$ cat src/rtl/execute_mc_if.sv
// Bundle of decode-side operands/handshake and the registered EX/MEM outputs
// for the multi-cycle execute stage.
interface execute_mc_if #(
  parameter int N = 64
);
  logic         valid_E;
  logic         ready_E;
  logic         MulOp_E;
  logic         AluSrc;
  logic [3:0]   AluControl;
  logic         BranchSrc_E;
  logic [N-1:0] PC_E;
  logic [N-1:0] signImm_E;
  logic [N-1:0] readData1_E;
  logic [N-1:0] readData2_E;
  logic         valid_M;
  logic [N-1:0] PCBranch_M;
  logic [N-1:0] aluResult_M;
  logic [N-1:0] writeData_M;
  logic         zero_M;

  // Upstream/downstream side: drives operands, consumes results.
  modport master (
    output valid_E, MulOp_E, AluSrc, AluControl, BranchSrc_E,
           PC_E, signImm_E, readData1_E, readData2_E,
    input  ready_E, valid_M, PCBranch_M, aluResult_M, writeData_M, zero_M
  );

  // Execute stage side.
  modport slave (
    input  valid_E, MulOp_E, AluSrc, AluControl, BranchSrc_E,
           PC_E, signImm_E, readData1_E, readData2_E,
    output ready_E, valid_M, PCBranch_M, aluResult_M, writeData_M, zero_M
  );
endinterface

$ cat src/rtl/execute_mc.sv
// Multi-cycle LEGv8 execute stage: single-cycle ALU ops plus an iterative
// shift-add multiplier, with all results registered into an EX/MEM stage.
module execute_mc #(
  parameter int N              = 64,
  parameter int BITS_PER_CYCLE = 1
) (
  input  logic         clk,
  input  logic         reset,
  execute_mc_if.slave  bus
);
  localparam int S  = N / BITS_PER_CYCLE;
  localparam int CW = $clog2(S) + 1;
  localparam logic [CW-1:0] LAST_STEP = CW'(S - 1);

  typedef enum logic {
    IDLE,
    MUL_BUSY
  } state_t;

  state_t       state;

  // Multiplier working registers
  logic [N-1:0] mcand;
  logic [N-1:0] mplier;
  logic [N-1:0] acc;
  logic [CW-1:0] count;

  // Values captured at MUL accept, published only when the product is ready
  logic [N-1:0] pc_hold;
  logic [N-1:0] wd_hold;

  // Registered EX/MEM outputs
  logic         valid_r;
  logic [N-1:0] pc_r;
  logic [N-1:0] alu_r;
  logic [N-1:0] wd_r;
  logic         zero_r;

  // Combinational datapath
  logic [N-1:0] op_a;
  logic [N-1:0] op_b;
  logic [N-1:0] alu_out;
  logic [N-1:0] branch_target;
  logic [N-1:0] digit;
  logic [N-1:0] partial;
  logic [N-1:0] acc_next;

  assign bus.ready_E     = (state == IDLE);
  assign bus.valid_M     = valid_r;
  assign bus.PCBranch_M  = pc_r;
  assign bus.aluResult_M = alu_r;
  assign bus.writeData_M = wd_r;
  assign bus.zero_M      = zero_r;

  assign op_a = bus.readData1_E;
  assign op_b = bus.AluSrc ? bus.signImm_E : bus.readData2_E;

  // ALU function decode; unlisted encodings deliberately yield zero
  always_comb begin
    alu_out = '0;
    case (bus.AluControl)
      4'b0000: alu_out = op_a & op_b;
      4'b0001: alu_out = op_a | op_b;
      4'b0010: alu_out = op_a + op_b;
      4'b0110: alu_out = op_a - op_b;
      4'b0111: alu_out = op_b;
      4'b1100: alu_out = ~(op_a | op_b);
      default: alu_out = '0;
    endcase
  end

  // Branch target: register jump or PC-relative word offset (wraps mod 2^N)
  always_comb begin
    branch_target = bus.PC_E + {bus.signImm_E[N-3:0], 2'b00};
    if (bus.BranchSrc_E) begin
      branch_target = bus.readData1_E;
    end
  end

  // One multiply step: add multiplicand times the lowest multiplier digit
  always_comb begin
    digit                     = '0;
    digit[BITS_PER_CYCLE-1:0] = mplier[BITS_PER_CYCLE-1:0];
    partial                   = mcand * digit;
    acc_next                  = acc + partial;
  end

  // Stage control, multiplier iteration and output registers
  always_ff @(posedge clk) begin
    if (reset) begin
      state   <= IDLE;
      mcand   <= '0;
      mplier  <= '0;
      acc     <= '0;
      count   <= '0;
      pc_hold <= '0;
      wd_hold <= '0;
      valid_r <= 1'b0;
      pc_r    <= '0;
      alu_r   <= '0;
      wd_r    <= '0;
      zero_r  <= 1'b0;
    end else begin
      valid_r <= 1'b0;
      case (state)
        IDLE: begin
          if (bus.valid_E) begin
            if (bus.MulOp_E) begin
              mcand   <= op_a;
              mplier  <= op_b;
              acc     <= '0;
              count   <= '0;
              pc_hold <= branch_target;
              wd_hold <= bus.readData2_E;
              state   <= MUL_BUSY;
            end else begin
              alu_r   <= alu_out;
              zero_r  <= (alu_out == '0);
              pc_r    <= branch_target;
              wd_r    <= bus.readData2_E;
              valid_r <= 1'b1;
            end
          end
        end
        MUL_BUSY: begin
          acc    <= acc_next;
          mcand  <= mcand << BITS_PER_CYCLE;
          mplier <= mplier >> BITS_PER_CYCLE;
          count  <= count + CW'(1);
          if (count == LAST_STEP) begin
            alu_r   <= acc_next;
            zero_r  <= (acc_next == '0);
            pc_r    <= pc_hold;
            wd_r    <= wd_hold;
            valid_r <= 1'b1;
            state   <= IDLE;
          end
        end
        default: state <= IDLE;
      endcase
    end
  end
endmodule

$ cat src/flat_wrapper.sv
// flat-port wrapper written by rule: the top's interface ports become plain ports
module execute_mc_flat 
#(
  parameter int N              = 64,
  parameter int BITS_PER_CYCLE = 1
)
  (clk, reset, bus_valid_E, bus_MulOp_E, bus_AluSrc, bus_AluControl, bus_BranchSrc_E, bus_PC_E, bus_signImm_E, bus_readData1_E, bus_readData2_E, bus_ready_E, bus_valid_M, bus_PCBranch_M, bus_aluResult_M, bus_writeData_M, bus_zero_M);
  execute_mc_if #(.N(N)) bus_i ();
  input  logic clk;
  input  logic reset;
  input wire logic [$bits(bus_i.valid_E)-1:0] bus_valid_E;
  input wire logic [$bits(bus_i.MulOp_E)-1:0] bus_MulOp_E;
  input wire logic [$bits(bus_i.AluSrc)-1:0] bus_AluSrc;
  input wire logic [$bits(bus_i.AluControl)-1:0] bus_AluControl;
  input wire logic [$bits(bus_i.BranchSrc_E)-1:0] bus_BranchSrc_E;
  input wire logic [$bits(bus_i.PC_E)-1:0] bus_PC_E;
  input wire logic [$bits(bus_i.signImm_E)-1:0] bus_signImm_E;
  input wire logic [$bits(bus_i.readData1_E)-1:0] bus_readData1_E;
  input wire logic [$bits(bus_i.readData2_E)-1:0] bus_readData2_E;
  output wire logic [$bits(bus_i.ready_E)-1:0] bus_ready_E;
  output wire logic [$bits(bus_i.valid_M)-1:0] bus_valid_M;
  output wire logic [$bits(bus_i.PCBranch_M)-1:0] bus_PCBranch_M;
  output wire logic [$bits(bus_i.aluResult_M)-1:0] bus_aluResult_M;
  output wire logic [$bits(bus_i.writeData_M)-1:0] bus_writeData_M;
  output wire logic [$bits(bus_i.zero_M)-1:0] bus_zero_M;
  assign bus_i.valid_E = bus_valid_E;
  assign bus_i.MulOp_E = bus_MulOp_E;
  assign bus_i.AluSrc = bus_AluSrc;
  assign bus_i.AluControl = bus_AluControl;
  assign bus_i.BranchSrc_E = bus_BranchSrc_E;
  assign bus_i.PC_E = bus_PC_E;
  assign bus_i.signImm_E = bus_signImm_E;
  assign bus_i.readData1_E = bus_readData1_E;
  assign bus_i.readData2_E = bus_readData2_E;
  assign bus_ready_E = bus_i.ready_E;
  assign bus_valid_M = bus_i.valid_M;
  assign bus_PCBranch_M = bus_i.PCBranch_M;
  assign bus_aluResult_M = bus_i.aluResult_M;
  assign bus_writeData_M = bus_i.writeData_M;
  assign bus_zero_M = bus_i.zero_M;
  execute_mc #(.N(N), .BITS_PER_CYCLE(BITS_PER_CYCLE)) u_core (.clk(clk), .reset(reset), .bus(bus_i));
endmodule
$ cat config.mk
export PLATFORM = sky130hd
export DESIGN_NAME = execute_mc_flat
export DESIGN_NICKNAME = d
export VERILOG_FILES = /design/src/rtl/execute_mc_if.sv /design/src/rtl/execute_mc.sv /design/src/flat_wrapper.sv
export SDC_FILE = /design/constraint.sdc
export NUM_CORES = 2
export LEC_CHECK = 0
export CAP_MARGIN = 10
export CORE_MARGIN = 2
export CORE_UTILIZATION = 45
export CTS_BUF_LIST = sky130_fd_sc_hd__clkbuf_16
export DETAILED_ROUTE_END_ITERATION = 12
export PLACE_DENSITY = 0.7
export SYNTH_ARGS = -nofsm -noshare
export SYNTH_HDL_FRONTEND = slang
export SYNTH_SLANG_ARGS = --single-unit
$ cat constraint.sdc
create_clock -name clk -period 7.3 [get_ports clk]
set_clock_uncertainty 0.05 [all_clocks]
set_input_delay 0.73 -clock clk [delete_from_list [all_inputs] [get_ports clk]]
set_output_delay 0.73 -clock clk [all_outputs]
set_load 0.005 [all_outputs]
# Yosys cells after proc, flatten, opt, wreduce, memory -nomap -nowiden
# Cells that the tools add are included.
# totals
out_inout_bits,195
register_bits,522
in_bits,266
wordCells,77
# op_classes
n_reduce_logical,6
bitwise,4
n_addsub,5
n_mul,1
mux,39
n_eq_ne,10
# op_table
op,count
64-bit 2-to-1 mux,17
64-bit one-hot mux with 2 select lines,6
64-bit one-hot mux with 6 select lines,1
64-bit adder,3
64-bit logical NOT,2
64-bit bitwise AND,1
64-bit by 1-bit multiplier with 64-bit output,1
64-bit NOT,1
64-bit bitwise OR,1
64-bit subtractor,1
7-bit 2-to-1 mux,2
7-bit one-hot mux with 2 select lines,1
1-bit 2-to-1 mux,9
4-bit by 3-bit equality test with 1-bit output (second input constant),2
2-bit inequality test (second input constant),4
7-bit by 1-bit adder with 7-bit output (second input constant),1
7-bit by 6-bit equality test with 1-bit output (second input constant),1
1-bit one-hot mux with 2 select lines,3
3-bit AND reduction,2
4-bit by 1-bit equality test with 1-bit output (second input constant),1
4-bit by 2-bit equality test with 1-bit output (second input constant),1
4-bit equality test (second input constant),1
4-bit logical NOT,1
2-bit AND reduction,1
1-bit NOT,1

# Logic depth before layout (Yosys ltp)
# depth
word_depth,8
mapped_depth,33
depth_no_buf,27

# Worst setup path before layout
# OpenSTA, ideal clock, no wires.
# synth_path
kind,input -> register
from,in bus_AluSrc
to,reg u_core.zero_r (netlist: u_core.bus.zero_M)
path_buffers,6
path_slack_ns,0.595
cell_stages,30
t_arrival_ns,6.582
setup_time_ns,0.073
required_time_ns,7.177
cell_sequence,buf_2 -> buf_6 -> buf_6 -> buf_6 -> buf_6 -> buf_6 -> mux2i_1 -> ha_1 -> nand2_1 -> nor4_1 -> and2b_1 -> and2b_1 -> nand4_1 -> nor2_1 -> a21oi_1 -> xnor2_1 -> ha_1 -> and3_1 -> and2_1 -> nand2_1 -> nor3_1 -> a221oi_1 -> o211a_4 -> xnor2_2 -> o21ai_1 -> or4_1 -> or4_1 -> a2111oi_2 -> nand4_1 -> o211ai_2
# synth_between
elab_chain_cells,8
word_cells_on_any_way,11
classes_between,2 x add/sub; 5 x mux; 3 x bitwise; 1 x reduce/logical
# synth_lines
item,line_no,source
start: declaration,flat_wrapper.sv:13,input wire logic [$bits(bus_i.AluSrc)-1:0] bus_AluSrc;
64-bit 2-to-1 mux (*),execute_mc.sv:56,assign op_b = bus.AluSrc ? bus.signImm_E : bus.readData2_E;
branches (longest 2 deep; another with 64-bit subtractor),--,
64-bit one-hot mux with 6 select lines (*),execute_mc.sv:61,case (bus.AluControl)
64-bit logical NOT (*),execute_mc.sv:118,zero_r <= (alu_out == '0);
1-bit 2-to-1 mux (*),execute_mc.sv:108,if (bus.MulOp_E) begin
1-bit 2-to-1 mux (*),execute_mc.sv:107,if (bus.valid_E) begin
1-bit one-hot mux with 2 select lines (*),execute_mc.sv:105,case (state)
end signal: assignment,execute_mc.sv:118,
end signal: assignment,execute_mc.sv:132,zero_r <= (acc_next == '0);
end: declaration,execute_mc.sv:37,logic zero_r;
# Mark *: on every way between the ends. The select of a mux whose other input is x is not followed.
# A chain may end at the register's enable or synchronous reset.

# Worst setup path after layout
# layout_path
from,in bus_signImm_E[5]
to,reg u_core.zero_r (netlist: u_core.bus.zero_M)
# layout_between
elab_chain_cells,8
word_cells_on_any_way,11
classes_between,2 x add/sub; 5 x mux; 3 x bitwise; 1 x reduce/logical
# layout_lines
item,line_no,source
start: declaration,flat_wrapper.sv:17,input wire logic [$bits(bus_i.signImm_E)-1:0] bus_signImm_E;
64-bit 2-to-1 mux (*),execute_mc.sv:56,
branches (longest 2 deep; another with 64-bit subtractor),--,
64-bit one-hot mux with 6 select lines (*),execute_mc.sv:61,
64-bit logical NOT (*),execute_mc.sv:118,
1-bit 2-to-1 mux (*),execute_mc.sv:108,
1-bit 2-to-1 mux (*),execute_mc.sv:107,
1-bit one-hot mux with 2 select lines (*),execute_mc.sv:105,
# Marks and branches as above.

==> metrics.yaml <==
drc: 0
clock_power_share: 0.339
clock_path_buffers: 3
final_cell_mix: "744 x nand2_1, 693 x a21oi_1, 590 x nor2_1"
core-area_mm2: 0.0850
fin_area_mm2: 0.0462
grt_usage: 0.340
initial_core_util: 0.453
fill_cells: 8311
cts_tree: "yes"
ctsHoldBuffers: 0
syn_area_mm2: 0.0385
yosysWarningCount: 0
timing.critical_path.from_type: "input port"
cellPowerDensity_mw_per_mm2: 183
fp.dieW_um: 297
insertion_delay_ps: 660
cts_root_buf: "clkbuf_16"
end_kind: "register"
layout_setup_ws_ps: 900
syn_to_final_growth_pct: 19.8
grt_pass1_wl_um: 231000
antenna_found_initial: 16
drt-initial-drc-count: 4556
r2r_slack_ps: 1520
drive_gt1_frac: 0.0592
critical_path_class: "in -> reg"
setup_tns_ps: 0
postCtsSetupBuffers: 0
detail_route.wl_per_cell_um: 22.7
power_frac_comb: 0.296
arrival_ps: 6920
cts_buffers: 59
wl_um: 155000
syn_area_per_cell_um2: 7.24
path_buf_inv: 5
grt_max_degree: 177
die_area_mm2: 0.0880
rr_endpoint: "u_core.bus.zero_M$_SDFFE_PP0P_"
ys_seq_elements: 522
status: "finished clean"
hpwl_um: 119000
syn-num-nets: 5786
ios: 461
drtPass1Iterations: 10
cpMostUsedCell: "buf_4"
cp.depth: 26
cts-resized-gates: 0
core.rowCount: 107
min_path_type: "reg -> reg"
critPathMaxFanout: 6
clk_pin_slew_ps: 60
hold_viol: 0
cp-endpoint: "u_core.bus.zero_M$_SDFFE_PP0P_"
tightest_slew_ps: 1230
synth_cell_types: 109
switching_power_uw: 2900
portBuffers: 460
synthFlopType: "dfxtp_1"
r2r-start: "u_core.mplier[0]$_SDFFE_PP0P_"
via_per_inst: 6.06
fmax_ghz: 0.156
multi_input_area_mm2: 0.0261
drt.antenna.violating_nets: 0
cpPeakStageDelay_ps: 490
p_int_uw: 5550
finalSetupViolCount: 0
layout_commonest_cell: "nand2_1"
ir_drop_mv: 0.216
reg2reg_depth: 17
gr-total-overflow: 0
startpoint: "bus_signImm_E[5]"
place_area_mm2: 0.0443
relSlewSlack: 0.174
pwr-share-seq: 0.366
gp_congestion: 1.01
async_reset_ff_frac: 0
switching_share: 0.343
worstPathRequired_ps: 7820
htreeDepth: 2
die_y_um: 297
final.min_clock_period_ps: 6400
synth_edf_count: 0
vias: 41396
syn_inst: 5326
dp_slack_ps: 358
timing.final.crit_share: 0.877
layout.nets: 6086
power.leakage_uw: 0.0177
slowest_stage: "or4_1"
rsz0062_at_grt: "false"
critPathTopFamily: "simple AND/OR/NAND/NOR gates"
grt_pass1_vias: 37647
holdWs_ps: 398
layout.area.seq_mm2: 0.0105
drv_cap: 0
slew_violations: 0
yosysSeqAreaShare: 0.271
clock_sinks: 522
-- cells by family after synthesis --
kind of cell | Yosys count | share of synthesized area
simple gates | 1925 | 0.224
flops | 522 | 0.271
mux | 180 | 0.0476
xor+xnor | 209 | 0.0477
fa+ha+maj | 246 | 0.0771
compound gates | 1742 | 0.279
buf+inv | 502 | 0.0533
-- through the flow --
stage,util,power [uW],cells
after floorplan,-,4630,5326
after global placement,0.521,5570,6709
after detailed placement,0.521,5590,6709
after CTS,0.543,8440,6817
after global routing,0.543,8800,6827
final,0.543,8460,6830
-- state kept, by name, summed over array words and instances, names as in the netlist --
| signal | cells |
|---|---|
| u_core.acc | 64 |
| u_core.bus.PCBranch_M | 64 |
| u_core.bus.aluResult_M | 64 |
| u_core.bus.valid_M | 1 |
| u_core.bus.writeData_M | 64 |
| u_core.bus.zero_M | 1 |
| u_core.count | 7 |
| u_core.mcand | 64 |
| u_core.mplier | 64 |
| u_core.pc_hold | 64 |
| u_core.state | 1 |
| u_core.wd_hold | 64 |
-- worst min-delay path, stage by stage (launching register included) --
cell and delay (ps):
dfxtp_1 300, nand2_1 50, a21oi_1 50
-- how the worst min path moves through the flow --
stage,start,end,slack [ps],cells after the start
2_1_floorplan,u_core.pc_hold[39]$_SDFFE_PP0P_,u_core.pc_hold[39]$_SDFFE_PP0P_,390,2
3_3_place_gp,u_core.bus.PCBranch_M[38]$_SDFFE_PP0P_,u_core.bus.PCBranch_M[38]$_SDFFE_PP0P_,390,1
3_5_place_dp,u_core.bus.PCBranch_M[21]$_SDFFE_PP0P_,u_core.bus.PCBranch_M[21]$_SDFFE_PP0P_,390,2
4_1_cts,u_core.bus.PCBranch_M[21]$_SDFFE_PP0P_,u_core.bus.PCBranch_M[21]$_SDFFE_PP0P_,400,2
5_1_grt,u_core.bus.aluResult_M[35]$_SDFFE_PP0P_,u_core.bus.aluResult_M[35]$_SDFFE_PP0P_,410,2
6_report,u_core.bus.aluResult_M[35]$_SDFFE_PP0P_,u_core.bus.aluResult_M[35]$_SDFFE_PP0P_,400,2
-- final cells by class --
class / instances / area share
multi-input cells: 4302 / 0.566
inverters: 115 / 0.00941
clock buffers: 60 / 0.0325
diodes: 13 / 0.000705
clock inverters: 48 / 0.00678
flip-flops and latches: 522 / 0.226
repair buffers: 626 / 0.128
well taps: 1144 / 0.0310
-- per-layer routing --
| layer | global-route usage | routed length (um) | vias up |
|---|---|---|---|
| met2 | 0.493 | 64200 | 1916 |
| met3 | 0.0619 | 15100 | 254 |
| li1 | - | - | 19697 |
| met1 | 0.497 | 69700 | 19525 |
| met4 | 0.125 | 5860 | 4 |
| met5 | 0 | 18 | - |
-- synthesized netlist by cell type, drive strengths merged (78+ instances only) --
cell / instances / area share
mux2i: 160 / 0.042
ha: 191 / 0.062
nand2: 747 / 0.073
nor3: 97 / 0.013
clkbuf: 325 / 0.034
a21o: 96 / 0.019
and2: 78 / 0.013
a211oi: 207 / 0.040
inv: 115 / 0.011
a21oi: 697 / 0.091
xnor2: 145 / 0.033
nor2: 593 / 0.058
dfxtp: 522 / 0.27
o21ai: 331 / 0.043
nand3: 80 / 0.010
-- power by group through the flow --
stage                     sequential (uW)  combinational (uW)  clock, uW
after global placement               3150                2430          0
after global routing                 3110                2700       3000
after floorplan                      3130                1500          0
after CTS                            3090                2450       2900
final                                3090                2500       2860
after detailed placement             3150                2430          0
(Power assumes the default switching activity.)
